--- src/rtl/arb_mux_nx1.sv ---
// arb_mux_nx1
//   N_IN-input, WIDTH-bit arbitrated multiplexer with a one-entry registered output.
//   An internal arbiter (round-robin or fixed lowest-index priority) picks one valid
//   producer. The selected word is loaded into the output register whenever the
//   register is empty or is being consumed in the same cycle.
//
// Ports
//   clk        rising-edge clock
//   reset      asynchronous, active-high reset
//   mode       0 = round-robin, 1 = fixed priority (lowest index wins)
//   in_data    packed channel data, channel i at [i*WIDTH +: WIDTH]
//   in_valid   per-channel valid
//   in_ready   per-channel ready, one-hot or zero
//   out_data   registered selected data
//   out_valid  out_data holds an unconsumed word
//   out_ready  consumer accepts out_data this cycle
//   out_sel    index of the channel that produced out_data

module arb_mux_nx1 #(
    parameter int WIDTH = 32,
    parameter int N_IN  = 8,
    parameter int SEL_W = 3
) (
    input  logic                  clk,
    input  logic                  reset,
    input  logic                  mode,
    input  logic [N_IN*WIDTH-1:0] in_data,
    input  logic [N_IN-1:0]       in_valid,
    output logic [N_IN-1:0]       in_ready,
    output logic [WIDTH-1:0]      out_data,
    output logic                  out_valid,
    input  logic                  out_ready,
    output logic [SEL_W-1:0]      out_sel
);

    logic [SEL_W-1:0] rr_ptr_q;
    logic [SEL_W-1:0] sel_q;
    logic [WIDTH-1:0] data_q;
    logic             valid_q;

    logic [SEL_W-1:0] grant;
    logic             any_valid;
    logic             can_load;
    logic             transfer;
    logic [WIDTH-1:0] grant_data;

    // Grant among valid channels. Loops run from the last candidate back to the
    // first so the final assignment is the winner in search order.
    always_comb begin
        int idx;
        grant     = '0;
        any_valid = 1'b0;
        idx       = 0;
        if (mode) begin
            for (int i = N_IN - 1; i >= 0; i--) begin
                if (in_valid[i]) begin
                    grant     = SEL_W'(i);
                    any_valid = 1'b1;
                end
            end
        end else begin
            for (int k = N_IN - 1; k >= 0; k--) begin
                idx = (int'(rr_ptr_q) + k) % N_IN;
                if (in_valid[idx]) begin
                    grant     = SEL_W'(idx);
                    any_valid = 1'b1;
                end
            end
        end
    end

    always_comb begin
        grant_data = '0;
        for (int i = 0; i < N_IN; i++) begin
            if (grant == SEL_W'(i)) begin
                grant_data = in_data[i*WIDTH +: WIDTH];
            end
        end
    end

    assign can_load = !valid_q || out_ready;

    // Nothing is acknowledged while reset is held, even though the registers
    // are already cleared asynchronously.
    always_comb begin
        in_ready = '0;
        for (int i = 0; i < N_IN; i++) begin
            if (any_valid && can_load && !reset && grant == SEL_W'(i)) begin
                in_ready[i] = 1'b1;
            end
        end
    end

    assign transfer = |(in_ready & in_valid);

    always_ff @(posedge clk or posedge reset) begin
        if (reset) begin
            valid_q  <= 1'b0;
            data_q   <= '0;
            sel_q    <= '0;
            rr_ptr_q <= '0;
        end else if (transfer) begin
            valid_q <= 1'b1;
            data_q  <= grant_data;
            sel_q   <= grant;
            if (!mode) begin
                rr_ptr_q <= (grant == SEL_W'(N_IN - 1)) ? '0 : grant + 1'b1;
            end
        end else if (out_ready) begin
            valid_q <= 1'b0;
        end
    end

    assign out_data  = data_q;
    assign out_valid = valid_q;
    assign out_sel   = sel_q;

endmodule

--- config.mk ---
export PLATFORM = sky130hd
export DESIGN_NAME = arb_mux_nx1
export DESIGN_NICKNAME = d
export VERILOG_FILES = /design/src/rtl/arb_mux_nx1.sv
export SDC_FILE = /design/constraint.sdc
export NUM_CORES = 1
export LEC_CHECK = 0
export CORE_MARGIN = 5
export CORE_UTILIZATION = 35
export CTS_BUF_LIST = sky130_fd_sc_hd__clkbuf_2 sky130_fd_sc_hd__clkbuf_4 sky130_fd_sc_hd__clkbuf_8
export DETAILED_ROUTE_END_ITERATION = 8
export GPL_TIMING_DRIVEN = 0
export PLACE_DENSITY = 0.77
export SLEW_MARGIN = 10
export SYNTH_ARGS = -nofsm -noshare
export SYNTH_HDL_FRONTEND = slang
export SYNTH_SLANG_ARGS = --single-unit
--- constraint.sdc ---
create_clock -name clk -period 6.2 [get_ports clk]
set_input_delay 1.55 -clock clk [delete_from_list [all_inputs] [get_ports clk]]
set_output_delay 1.55 -clock clk [all_outputs]
set_load 0.02 [all_outputs]
==> impl_metrics.env <==
export IMPL_dp_cells=1136
export IMPL_fin_area_mm2=0.00912
export IMPL_hpwl_um=21400
export IMPL_report_final_slew_viol_count=0
export IMPL_routed_wirelength_um=27900
export IMPL_synth_seq_cells=39
export IMPL_setup_viol=0
export IMPL_multi_input_comb_area_mm2=0.00392
export IMPL_final_common_cell="clkdlybuf4s50_1"
export IMPL_synth_net_count=916
export IMPL_cp_data_arrival_time_ns=4.64
export IMPL_io_buffer_count=311
export IMPL_cts_buffers=5
export IMPL_fin_nets=1261
export IMPL_cts_sinks=39
export IMPL_clockBufferDepth=2
export IMPL_synth_area_leaders="dfrtp_1, a21oi_1, mux2_4"
export IMPL_io_pins=312
export IMPL_async_reset_ff_share_pct=100
export IMPL_globalplace_congestion=0.973
export IMPL_start_util_pct=35.4
export IMPL_drive_above_1_share_pct=15.7
export IMPL_status="finished clean"
export IMPL_grt_total_usage_pct=29.3
export IMPL_die_w_um=131
export IMPL_hold_path_class="reg -> reg"
export IMPL_drt_pass1_iter_count=5
export IMPL_ys_flop_type="dfrtp_1"
export IMPL_syn_avg_cell_area_um2=8.02
export IMPL_cp_required_ns=4.65
export IMPL_num_vias=6974
export IMPL_drtIter0Drc=785
export IMPL_area_growth_pct=77.8
export IMPL_seq_area_um2=977
export IMPL_via_per_inst=5.96
export IMPL_layout_common_cells="clkdlybuf4s50_1, a21oi_1, nor2_1"
export IMPL_layout_min_cycle_time_ns=6.19
export IMPL_tightest_slew_ns=0.759
export IMPL_cts_tree="built"
export IMPL_netlist_area_mm2=0.00513
export IMPL_grt_max_degree=25
export IMPL_relSlewSlack_pct=48.8
export IMPL_seq_area_frac_synth_pct=19.0
export IMPL_startpoint_type="input pin"
export IMPL_synth_cells=640
export IMPL_yosys_cell_types_count=50
export IMPL_remaining_drc_errors=0
export IMPL_yosys_area_top_type_share_pct=19.0
export IMPL_min_period_over_period_pct=99.8
export IMPL_wire_per_inst_um=23.8
export IMPL_rsz0062_at_grt="true"
export IMPL_core_area_mm2=0.0145
export IMPL_synth_top_area_cell="dfrtp_1"
export IMPL_grt_pass1_wl_um=38400
export IMPL_root_buffer="clkbuf_8"
export IMPL_antenna_found_initial=1
export IMPL_placed_cell_area_mm2=0.00857
export IMPL_peakVddDrop_mv=0.266
export IMPL_synth_edff_count=0
export IMPL_powerDensity_mw_per_mm2=625
export IMPL_path_clk_slew_ns=0.08
export IMPL_design_die_area_mm2=0.0172
export IMPL_cp_max_fo=8
export IMPL_fp_row_count=44
export IMPL_yosys_warnings=0
export IMPL_skew_ns=0.00463
export IMPL_report_final_hold_viol_count=0
export IMPL_total_leakage_power_nw=3.61
export IMPL_worst_setup_path_end_kind="output pin"
export IMPL_rrSetupSlack_ns=0.34
export IMPL_layout_cells_non_filler=1171
export IMPL_p_total_mw=5.70
export IMPL_chipHeight_um=131
export IMPL_cts_htree_levels=2
export IMPL_grt_pass1_vias=6647
export IMPL_grt_ovfl_total=0
export IMPL_criticalPathCategory="in -> out"
export IMPL_fillers=1271
export IMPL_fmax_mhz=162
export IMPL_clk_latency_ns=0.29
export IMPL_ant_nets=0
export IMPL_drv_cap=0
-- critical path, cell delays in order --
cell and delay (ns):
buf_6 0.11, mux4_2 0.49, mux2_4 0.30, or4b_1 0.51, nand2_1 0.10, a22oi_2 0.08
mux2_4 0.28, o41ai_4 0.33, buf_6 0.19, ha_4 0.16, ha_4 0.15, clkbuf_16 0.13
and2_4 0.13, buf_6 0.11
-- cells in the mapped netlist (3+ instances only) --
cell,number
a211oi_1,3
nor2b_1,33
mux2_2,8
a221o_1,33
o21ai_0,40
and3_1,37
nor3_1,5
nand2b_1,5
inv_1,14
nor2_1,46
a21oi_1,106
nor4_1,3
ha_1,8
xor2_1,3
buf_1,6
and2_1,3
o311ai_1,5
a32o_1,31
a22oi_1,4
mux4_2,8
clkbuf_1,48
nand2_1,44
mux2_4,28
o311ai_0,28
buf_4,5
mux2i_1,10
buf_6,6
dfrtp_1,39
buf_2,5
-- cells by family after synthesis --
family,after synthesis,share of synthesized area [%]
buf+inv,85,7.58
compound gates,269,37.3
mux,56,15.8
flops,39,19.0
xor+xnor,4,0.683
simple gates,179,17.6
fa+ha+maj,8,1.95
-- worst paths after layout --
kind	startpoint	to	cells after the start
max	in_valid[7]	in_ready[7]	14
min	out_data[28]$_DFFE_PP0P_	out_data[28]$_DFFE_PP0P_	1
max reg2reg	rr_ptr_q[1]$_DFFE_PP0P_	out_data[1]$_DFFE_PP0P_	22
min reg2reg	out_data[28]$_DFFE_PP0P_	out_data[28]$_DFFE_PP0P_	1
max in group asynchronous	reset	out_data[6]$_DFFE_PP0P_	3
min in group asynchronous	reset	rr_ptr_q[0]$_DFFE_PP0P_	2
-- state kept, by name, summed over array words and instances (netlist names) --
name / cells
rr_ptr_q: 3
out_valid: 1
out_sel: 3
out_data: 32
-- routing by layer --
layer	up-vias	track usage, %	routed length (um)
li1	3165	-	-
met1	3299	37.9	10900
met2	444	48.6	13200
met3	66	5.51	2810
met4	0	10.7	986
met5	-	0	0
-- power by group --
part | leakage, nW | switching [mW] | internal [mW]
combinational | 3.07 | 2.74 | 2.29
sequential | 0.489 | 0.0735 | 0.381
clock | 0.0547 | 0.0977 | 0.123
-- per-stage QoR --
step	worst slack [ns]	utilization, %	hold WS [ns]	setup TNS, ns
floorplan	-0.00306	-	0.605	-0.00613
global placement	-1.88	59.0	0.466	-42.54
detailed placement	-1.93	59.2	0.492	-44.92
CTS	0.00517	61.3	0.516	0
global route	-0.0754	63.0	0.530	-0.265
finish	0.0106	63.0	0.519	0
-- repair_timing --
item | in CTS | in global routing
pin swaps | 1 | 4
hold buffers | 0 | 0
setup endpoints to repair | 40 | 8
gates cloned | 1 | 0
resized for setup | 110 | 58
buffers inserted | 13 | 22
-- layout make-up --
type	count	area share [%]
Antenna cell	2	0.0549
Buffer	60	4.13
Clock buffer	6	0.837
Clock inverter	1	0.329
Inverter	15	0.754
Multi-Input combinational cell	516	42.9
Sequential cell	39	10.7
Tap cell	184	2.52
Timing Repair Buffer	348	37.7
No activity file was read; power rests on OpenSTA's default activity.
